==> src/rtl/nibble_serial_cla_adder_pkg.sv <==
// Shared types and constants for the nibble-serial CLA adder.
// Holds the nibble width, the FSM state type and the WIDTH legality check.
package nibble_serial_cla_adder_pkg;

  localparam int NIBBLE_W = 4;

  typedef enum logic [1:0] {
    IDLE,
    RUN,
    DONE
  } state_t;

  // True when w is a whole, non-zero number of nibbles.
  function automatic bit width_ok(input int w);
    return (w >= NIBBLE_W) && (w % NIBBLE_W == 0);
  endfunction

endpackage

==> src/rtl/nibble_serial_cla_adder_if.sv <==
// Operand/result handshake bundle for the nibble-serial CLA adder.
// in_valid/in_ready + X,Y,Cin in; out_valid/out_ready + Sum,Cout out.
// NIBBLE_SERIAL_CLA_ADDER_SUB_EN adds the sub select bit.
interface nibble_serial_cla_adder_if #(
  parameter int WIDTH = 16
);
  logic             in_valid;
  logic             in_ready;
  logic [WIDTH-1:0] X;
  logic [WIDTH-1:0] Y;
  logic             Cin;
  logic             out_valid;
  logic             out_ready;
  logic [WIDTH-1:0] Sum;
  logic             Cout;
`ifdef NIBBLE_SERIAL_CLA_ADDER_SUB_EN
  logic             sub;

  modport master (
    output in_valid, X, Y, Cin, sub, out_ready,
    input  in_ready, out_valid, Sum, Cout
  );
  modport slave (
    input  in_valid, X, Y, Cin, sub, out_ready,
    output in_ready, out_valid, Sum, Cout
  );
`else
  modport master (
    output in_valid, X, Y, Cin, out_ready,
    input  in_ready, out_valid, Sum, Cout
  );
  modport slave (
    input  in_valid, X, Y, Cin, out_ready,
    output in_ready, out_valid, Sum, Cout
  );
`endif
endinterface

==> src/rtl/nibble_serial_cla_adder_cla.sv <==
// 4-bit carry-lookahead adder slice (purely combinational).
// Ports: a, b (nibbles), ci (carry in) -> s (nibble sum), co (carry out).
module cla_4bit_adder
  import nibble_serial_cla_adder_pkg::*;
(
  input  logic [NIBBLE_W-1:0] a,
  input  logic [NIBBLE_W-1:0] b,
  input  logic                ci,
  output logic [NIBBLE_W-1:0] s,
  output logic                co
);

  logic [3:0] w_g;
  logic [3:0] w_p;
  logic [3:0] w_c;

  assign w_g = a & b;
  assign w_p = a ^ b;

  // Every carry is formed directly from g/p and ci, no ripple.
  assign w_c[0] = ci;
  assign w_c[1] = w_g[0] | (w_p[0] & ci);
  assign w_c[2] = w_g[1] | (w_p[1] & w_g[0])
                | (w_p[1] & w_p[0] & ci);
  assign w_c[3] = w_g[2] | (w_p[2] & w_g[1])
                | (w_p[2] & w_p[1] & w_g[0])
                | (w_p[2] & w_p[1] & w_p[0] & ci);
  assign co     = w_g[3] | (w_p[3] & w_g[2])
                | (w_p[3] & w_p[2] & w_g[1])
                | (w_p[3] & w_p[2] & w_p[1] & w_g[0])
                | (&w_p & ci);

  assign s = w_p ^ w_c;

endmodule

==> src/rtl/nibble_serial_cla_adder.sv <==
// Multi-cycle WIDTH-bit adder: one nibble per clock through a CLA slice.
// Ports: clk, rst (async, active-high), bus (slave side of the handshake
// interface). NIBBLE_SERIAL_CLA_ADDER_SUB_EN enables subtract via bus.sub.
module nibble_serial_cla_adder
  import nibble_serial_cla_adder_pkg::*;
#(
  parameter int WIDTH = 16
) (
  input  logic                   clk,
  input  logic                   rst,
  nibble_serial_cla_adder_if.slave bus
);

  localparam int N  = WIDTH / NIBBLE_W;
  localparam int IW = (N > 1) ? $clog2(N) : 1;

  if (!width_ok(WIDTH)) begin : g_bad_width
    $error("WIDTH must be a multiple of 4 and at least 4");
  end

  state_t           r_state;
  logic [WIDTH-1:0] r_x;
  logic [WIDTH-1:0] r_y;
  logic             r_carry;
  logic [IW-1:0]    r_idx;
  logic [WIDTH-1:0] r_sum;
  logic             r_cout;
  logic             r_out_valid;
  logic             r_in_ready;
  logic             r_sub;

  logic [NIBBLE_W-1:0] w_s;
  logic                w_co;
  logic                w_last;
  logic [WIDTH-1:0]    w_y_in;
  logic                w_c_in;
  logic                w_sub_in;

  // Operands shift right each step, so the slice always sees bits [3:0].
  cla_4bit_adder u_cla (
    .a  (r_x[NIBBLE_W-1:0]),
    .b  (r_y[NIBBLE_W-1:0]),
    .ci (r_carry),
    .s  (w_s),
    .co (w_co)
  );

  assign w_last = (r_idx == IW'(N - 1));

`ifdef NIBBLE_SERIAL_CLA_ADDER_SUB_EN
  // X - Y - b = X + ~Y + ~b; borrow-out is the inverted carry.
  assign w_sub_in = bus.sub;
`else
  assign w_sub_in = 1'b0;
`endif
  assign w_y_in = w_sub_in ? ~bus.Y : bus.Y;
  assign w_c_in = w_sub_in ? ~bus.Cin : bus.Cin;

  always_ff @(posedge clk or posedge rst) begin
    if (rst) begin
      r_state     <= IDLE;
      r_x         <= '0;
      r_y         <= '0;
      r_carry     <= 1'b0;
      r_idx       <= '0;
      r_sum       <= '0;
      r_cout      <= 1'b0;
      r_out_valid <= 1'b0;
      r_in_ready  <= 1'b1;
      r_sub       <= 1'b0;
    end else begin
      unique case (r_state)
        IDLE: begin
          if (bus.in_valid && r_in_ready) begin
            r_x        <= bus.X;
            r_y        <= w_y_in;
            r_carry    <= w_c_in;
            r_sub      <= w_sub_in;
            r_idx      <= '0;
            r_in_ready <= 1'b0;
            r_state    <= RUN;
          end
        end
        RUN: begin
          r_x     <= r_x >> NIBBLE_W;
          r_y     <= r_y >> NIBBLE_W;
          r_carry <= w_co;
          r_idx   <= r_idx + IW'(1);
          for (int k = 0; k < N; k++) begin
            if (r_idx == IW'(k)) begin
              r_sum[k*NIBBLE_W +: NIBBLE_W] <= w_s;
            end
          end
          if (w_last) begin
            r_cout      <= r_sub ? ~w_co : w_co;
            r_out_valid <= 1'b1;
            r_idx       <= '0;
            r_state     <= DONE;
          end
        end
        DONE: begin
          if (bus.out_ready) begin
            r_out_valid <= 1'b0;
            r_in_ready  <= 1'b1;
            r_state     <= IDLE;
          end
        end
        default: r_state <= IDLE;
      endcase
    end
  end

  assign bus.in_ready  = r_in_ready;
  assign bus.out_valid = r_out_valid;
  assign bus.Sum       = r_sum;
  assign bus.Cout      = r_cout;

endmodule

==> src/flat_wrapper.sv <==
// flat-port wrapper written by rule: the top's interface ports become plain ports
module nibble_serial_cla_adder_flat import nibble_serial_cla_adder_pkg::*;
#(
  parameter int WIDTH = 16
)
  (clk, rst, bus_in_valid, bus_X, bus_Y, bus_Cin, bus_out_ready, bus_in_ready, bus_out_valid, bus_Sum, bus_Cout);
  nibble_serial_cla_adder_if #(.WIDTH(WIDTH)) bus_i ();
  input  logic clk;
  input  logic rst;
  input wire logic [$bits(bus_i.in_valid)-1:0] bus_in_valid;
  input wire logic [$bits(bus_i.X)-1:0] bus_X;
  input wire logic [$bits(bus_i.Y)-1:0] bus_Y;
  input wire logic [$bits(bus_i.Cin)-1:0] bus_Cin;
  input wire logic [$bits(bus_i.out_ready)-1:0] bus_out_ready;
  output wire logic [$bits(bus_i.in_ready)-1:0] bus_in_ready;
  output wire logic [$bits(bus_i.out_valid)-1:0] bus_out_valid;
  output wire logic [$bits(bus_i.Sum)-1:0] bus_Sum;
  output wire logic [$bits(bus_i.Cout)-1:0] bus_Cout;
  assign bus_i.in_valid = bus_in_valid;
  assign bus_i.X = bus_X;
  assign bus_i.Y = bus_Y;
  assign bus_i.Cin = bus_Cin;
  assign bus_i.out_ready = bus_out_ready;
  assign bus_in_ready = bus_i.in_ready;
  assign bus_out_valid = bus_i.out_valid;
  assign bus_Sum = bus_i.Sum;
  assign bus_Cout = bus_i.Cout;
  nibble_serial_cla_adder #(.WIDTH(WIDTH)) u_core (.clk(clk), .rst(rst), .bus(bus_i));
endmodule
==> config.mk <==
export PLATFORM = sky130hd
export DESIGN_NAME = nibble_serial_cla_adder_flat
export DESIGN_NICKNAME = d
export VERILOG_FILES = /design/src/rtl/nibble_serial_cla_adder_pkg.sv /design/src/rtl/nibble_serial_cla_adder_if.sv /design/src/rtl/nibble_serial_cla_adder_cla.sv /design/src/rtl/nibble_serial_cla_adder.sv /design/src/flat_wrapper.sv
export SDC_FILE = /design/constraint.sdc
export NUM_CORES = 1
export LEC_CHECK = 0
export BUFFER_PORTS_ARGS = -buffer_cell sky130_fd_sc_hd__buf_2
export CAP_MARGIN = 20
export CORE_ASPECT_RATIO = 1.5
export CORE_MARGIN = 8
export CORE_UTILIZATION = 40
export CTS_CLUSTER_DIAMETER = 50
export DETAILED_ROUTE_END_ITERATION = 8
export HOLD_SLACK_MARGIN = 0.12
export PLACE_DENSITY = 0.64
export SYNTH_ARGS = -nofsm -noshare
export SYNTH_HDL_FRONTEND = slang
export SYNTH_HIERARCHICAL = 1
export SYNTH_SLANG_ARGS = --single-unit
export TNS_END_PERCENT = 50
==> constraint.sdc <==
create_clock -name clk -period 2 [get_ports clk]
set_clock_uncertainty 0.2 [all_clocks]
set_input_delay 0.4 -clock clk [delete_from_list [all_inputs] [get_ports clk]]
set_output_delay 0.4 -clock clk [all_outputs]
set_load 0.01 [all_outputs]
# --- Word level (Yosys, flattened, before mapping) ---
# Index checks and enable logic that the tools add are counted.
classes:
  n_bitwise: 28
  n_addsub: 1
  n_eq_ne: 8
  mux: 19
  reduce_logical: 15
op_table:
  columns: ["cell", "count"]
  rows:
  - ["16-bit case mux with 2 select lines", 2]
  - ["16-bit 2-to-1 mux", 2]
  - ["1-bit bitwise AND", 15]
  - ["2-bit 2-to-1 mux", 5]
  - ["1-bit bitwise OR", 10]
  - ["2-bit AND reduction", 5]
  - ["3-bit AND reduction", 3]
  - ["4-bit XOR", 2]
  - ["2-bit equality test, second input constant", 3]
  - ["1-bit case mux with 2 select lines", 3]
  - ["2-bit case mux with 3 select lines", 1]
  - ["2-bit nonzero test", 3]
  - ["1-bit 2-to-1 mux", 5]
  - ["4-bit bitwise AND", 1]
  - ["2-bit by 1-bit equality test with 1-bit output, second input constant", 2]
  - ["2-bit zero test", 2]
  - ["2-bit by 1-bit != test with 1-bit output, second input constant", 2]
  - ["2-bit case mux with 2 select lines", 1]
  - ["4-bit AND reduction", 1]
  - ["2-bit by 1-bit adder with 2-bit output, second input constant", 1]
  - ["2-bit != test, second input constant", 1]
  - ["1-bit logical AND", 1]
word_totals:
  inputBits: 37
  ff_bits: 56
  wordCells: 83

# --- Depth between registers and ports, before layout ---
logic_depth:
  depth_word: 7
  depth_mapped: 6
  ltp_nobuf: 6

# --- Hierarchy ---
# Netlist, hierarchy kept.
modules_own_cells:
  columns: ["mod", "cells_per_inst", "area_each_um2", "instances"]
  rows:
  - ["nibble_serial_cla_adder", 216, 2506.2, 1]
  - ["cla_4bit_adder", 17, 147.6, 1]

# --- Worst setup path after synthesis ---
# No wires, ideal clock.
synth_path:
  path_type: "reg-to-reg"
  start: "reg u_core.r_x[0]"
  end: "reg u_core.r_cout, in the netlist u_core/bus.Cout"
  arrival_time_ps: 1483
  period_less_slack_ps: 1807
  stages_incl_launch_ff: 6
  setup_time_ps: 125
  setup_slack_ps: 193
  path_cell_list: "dfrtp_1 ha_1 a21o_1 a31o_1 a21o_1 mux2_2"
synth_between:
  elab_chain_cells: 4
  elab_cells_between_ends: 7
  classes_between: "bitwise (6); reduce/logical (1)"
synth_lines:
  columns: ["item", "line_no", "rtl"]
  rows:
  - ["start: declaration", "nibble_serial_cla_adder.sv:22", "logic [WIDTH-1:0] r_x;"]
  - ["start signal: assignment", "nibble_serial_cla_adder.sv:75", "r_x <= bus.X;"]
  - ["start signal: assignment", "nibble_serial_cla_adder.sv:85", "r_x <= r_x >> NIBBLE_W;"]
  - ["4-bit XOR / 4-bit bitwise AND (equally long branches)", "nibble_serial_cla_adder_cla.sv:18, nibble_serial_cla_adder_cla.sv:17", null]
  - ["4-bit AND reduction / 1-bit bitwise AND (equally long branches)", "nibble_serial_cla_adder_cla.sv:31, nibble_serial_cla_adder_cla.sv:30", null]
  - ["1-bit bitwise AND / 1-bit bitwise OR (equally long branches)", "nibble_serial_cla_adder_cla.sv:31, nibble_serial_cla_adder_cla.sv:30", null]
  - ["1-bit bitwise OR (*)", "nibble_serial_cla_adder_cla.sv:31", "| (&w_p & ci);"]
  - ["net u_core.w_co", "nibble_serial_cla_adder.sv:33", "logic w_co;"]
  - ["end signal: assignment", "nibble_serial_cla_adder.sv:95", "r_cout <= r_sub ? ~w_co : w_co;"]
  - ["end: declaration", "nibble_serial_cla_adder.sv:27", "logic r_cout;"]
# Mark *: on every way through the listed nets, which the timed path passes. The rest lies on a longest branch.
# A chain may end at the register's enable or synchronous reset.

# --- Final worst setup path ---
layout_path:
  start: "reg u_core.r_x[2]"
  end: "reg u_core.r_sum[11], in the netlist u_core/bus.Sum[11]"
layout_between:
  elab_chain_cells: 6
  elab_cells_between_ends: 11
  classes_between: "bitwise (11)"
layout_lines:
  columns: ["item", "line_no", "rtl"]
  rows:
  - ["4-bit XOR", "nibble_serial_cla_adder_cla.sv:18", "assign w_p = a ^ b;"]
  - ["1-bit bitwise AND (on tied branches)", "nibble_serial_cla_adder_cla.sv:25, nibble_serial_cla_adder_cla.sv:26, nibble_serial_cla_adder_cla.sv:27", null]
  - ["1-bit bitwise OR (tied with other cells)", "nibble_serial_cla_adder_cla.sv:25", "assign w_c[3] = w_g[2] | (w_p[2] & w_g[1])"]
  - ["1-bit bitwise OR / 1-bit bitwise AND (equally long branches)", "nibble_serial_cla_adder_cla.sv:26, nibble_serial_cla_adder_cla.sv:27", null]
  - ["1-bit bitwise OR (*)", "nibble_serial_cla_adder_cla.sv:27", "| (w_p[2] & w_p[1] & w_p[0] & ci);"]
  - ["4-bit XOR (*)", "nibble_serial_cla_adder_cla.sv:33", "assign s = w_p ^ w_c;"]
  - ["net u_core.w_s[3]", "nibble_serial_cla_adder.sv:32", "logic [NIBBLE_W-1:0] w_s;"]
  - ["end signal: indexed assignment", "nibble_serial_cla_adder.sv:91", "r_sum[k*NIBBLE_W +: NIBBLE_W] <= w_s;"]
  - ["end: declaration", "nibble_serial_cla_adder.sv:26", "logic [WIDTH-1:0] r_sum;"]
# Marked as above.

==> impl_metrics.tcl <==
set metrics [dict create \
    whs_endpoint "u_core/r_y[5]$_DFFE_PP0P_" \
    finalWorstSetupSlack_ps 59.2 \
    critical-path-top-delay-family "compound AO/OA/AOI/OAI gates" \
    clkTransAtPathRegs_ps 100 \
    clkLatencyLatePin_ps 310 \
    gr-usage-all-layers 0.122 \
    drtIter0Drc 117 \
    start_util 0.412 \
    antenna_found_initial 0 \
    cts.sinks 56 \
    maxSlewViolCount 0 \
    p_leak_nw 1.48 \
    start_kind "register" \
    synth_seq_cells 56 \
    drive_gt1_frac 0.302 \
    hold_violations 0 \
    arrival_ps 1940 \
    period_share 0.970 \
    setup_viol 0 \
    cts_max_level 2 \
    slew_headroom 0.759 \
    crit_path_end_kind "register" \
    synth_top_area_share 0.519 \
    synth_area_um2 2650 \
    fp.dieArea_um2 9550 \
    synthCells 233 \
    ys_warn_count 6 \
    worst_pin_slew_ps 359 \
    yosysUniqueCellTypes 30 \
    cts_buffers 5 \
    required_ps 2000 \
    synth-main-ff-cell "dfrtp_1" \
    cts_tree "yes" \
    yosysSeqAreaShare 0.529 \
    place_ws_ps 77.3 \
    min_path_type "in -> reg" \
    hold_path_depth 3 \
    die_h_um 116 \
    viasPerCell 4.82 \
    period_needed_ps 1940 \
    synthTopCellsByCount "55 x dfrtp_1, 45 x nand2_1, 25 x mux2i_1" \
    hpwl_um 3960 \
    root_buffer "clkbuf_8" \
    yosys.area.top_type "dfrtp_1" \
    grt_pass1_vias 1897 \
    antenna_cells 0 \
    rrSetupSlack_ps 60 \
    drt_wl_total_um 5550 \
    first_pass_iters 4 \
    ioPinCount 56 \
    r2r-start "u_core/r_x[2]$_DFFE_PP0P_" \
    maxCapViolations 0 \
    holdCritStartpoint "bus_Y[5]" \
    grt_pass1_wl_um 8990 \
    syn_area_per_cell_um2 11.4 \
    antenna_left 0 \
    async_flop_share 1.00 \
    seqCellArea_um2 1400 \
    cp_slowest_cell "dfrtp_1" \
    wl_met1_um 2350 \
    grt_max_degree 57 \
    syn_nets 280 \
    vias 1804 \
    nFillCells 595 \
    synth-edff-count 0 \
    cp_cell_sequence "ha_1 -> a21o_1 -> a31o_1 -> xor2_2 -> mux2_2" \
    peakVddDrop_v 0.000253 \
    grt_overflow 0 \
    ys_top_cells_by_area "dfrtp_1 52%, mux2i_1 9.4%, nand2_1 6.4%, mux2_2 5.5%, ha_1 4.2%" \
    wl_per_cell_um 14.8 \
    fin_hold_ws_ps 161 \
    die_w_um 82.5 \
    r2r.worst_path.cells 5 \
    multi_input_area_um2 1120 \
    slowest_delay_ps 400 \
    p_per_area_nw_per_um2 608 \
    utilization 0.497 \
    area_delta_synth_final_pct 20.7 \
    wl_met2_um 2780 \
    status "finished, final reports clean" \
    drc 0 \
    path_buf_inv 0 \
    core_um2 6440 \
    setup.worst_path.class "reg -> reg" \
    dr_wl_met3_um 338 \
    highest_layer "met4" \
    r2r_end "u_core/bus.Sum[11]$_DFFE_PP0P_" \
    place.gp.congestion 0.757 \
    power_w 0.00195 \
    fp-row-count 36 \
    cp.depth 5 \
    yosysMostFrequentCell "dfrtp_1" \
    fmax_mhz 515 \
    worstPathMaxFanout 4 \
    clk_path_buf_depth 2 \
    nets 344 \
    cts_setup_buffers 0 \
    numPortBuffers 55 \
]
[cell type report]
| type | count | area share |
|---|---|---|
| repair buffers | 69 | 0.138 |
| inverters | 10 | 0.0117 |
| well taps | 76 | 0.0297 |
| clock inverters | 2 | 0.0109 |
| multi-input cells | 155 | 0.349 |
| flip-flops and latches | 56 | 0.438 |
| clock buffers | 6 | 0.0227 |
[where the power goes]
part	switching, W	leakage, nW	total (W)	internal [W]
Clock	0.000362	0.0552	0.000734	0.000372
Sequential	0	0.596	0.00113	0.00113
Combinational	0.0000389	0.833	0.0000822	0.0000433
Total	0.000401	1.48	0.00195	0.00155
[worst reg2reg max path, cell delays in order (launching register included)]
cell and delay [ps]:
dfrtp_1 400, ha_1 350, a21o_1 200, a31o_1 230, xor2_2 180, mux2_2 270
[metrics by stage]
| step | setup TNS, ps | std cells | cell area, µm² |
|---|---|---|---|
| CTS | 0 | 374 | 3190 |
| detailed placement | 0 | 356 | 2990 |
| finish | 0 | 374 | 3200 |
| floorplan | 0 | 233 | 2650 |
| global placement | 0 | 356 | 2990 |
| global route | -3.00 | 374 | 3200 |
[how the worst max path moves through the flow]
| stage | from | endpoint |
|---|---|---|
| 5_1_grt | u_core/r_x[0]$_DFFE_PP0P_ | u_core/bus.Cout$_DFFE_PP0P_ |
| 4_1_cts | u_core/r_x[2]$_DFFE_PP0P_ | u_core/bus.Sum[11]$_DFFE_PP0P_ |
| 3_3_place_gp | u_core/r_x[0]$_DFFE_PP0P_ | u_core/bus.Sum[7]$_DFFE_PP0P_ |
| 2_1_floorplan | rst | u_core/bus.Cout$_DFFE_PP0P_ |
| 3_5_place_dp | u_core/r_x[2]$_DFFE_PP0P_ | u_core/bus.Sum[11]$_DFFE_PP0P_ |
| 6_report | u_core/r_x[2]$_DFFE_PP0P_ | u_core/bus.Sum[11]$_DFFE_PP0P_ |
[placed cells by master, fill, tap and decap left out, drive strengths merged, types with 3 or more instances in the layout]
master	synthesis	final
dfrtp	55	55
ha	9	9
o21ai	35	35
dlygate4sd3	0	10
nand2	48	48
o31ai	3	3
a21oi	4	4
mux2i	25	25
inv	10	10
a21o	3	3
buf	10	59
mux2	17	17
clkbuf	2	6
[sequential cells by signal (all words and copies together), names as in the netlist]
name and cells:
u_core/r_carry 1, u_core/r_idx 2, u_core/bus.out_valid 1, u_core/bus.Sum 16
u_core/r_x 16, u_core/r_y 16, u_core/r_state 2, u_core/bus.Cout 1
u_core/bus.in_ready 1
[logic make-up (layout without fill, tap and decap cells)]
| group | Yosys count | after routing | share of synthesized area |
|---|---|---|---|
| DFF | 56 | 56 | 0.529 |
| adders and majority gates | 10 | 10 | 0.0500 |
| buffers and inverters | 22 | 87 | 0.0537 |
| AOI/OAI and AO/OA | 47 | 47 | 0.0967 |
| and+or+nand+nor | 53 | 53 | 0.0905 |
| muxes | 42 | 42 | 0.171 |
| xor gates and xnor gates | 3 | 3 | 0.00990 |
[timing repair]
action,CTS,global route
hold endpoints to repair,64,0
endpoints found under the setup margin,0,3
hold buffers,10,0
gates resized for setup,0,1
[routing by layer]
| metal | up-vias | global-route usage |
|---|---|---|
| met4 | 0 | 0.0486 |
| met3 | 4 | 0.0264 |
| li1 | 911 | - |
| met2 | 38 | 0.200 |
| met1 | 851 | 0.149 |
| met5 | - | 0 |
Power figures use the tool's default switching activity.
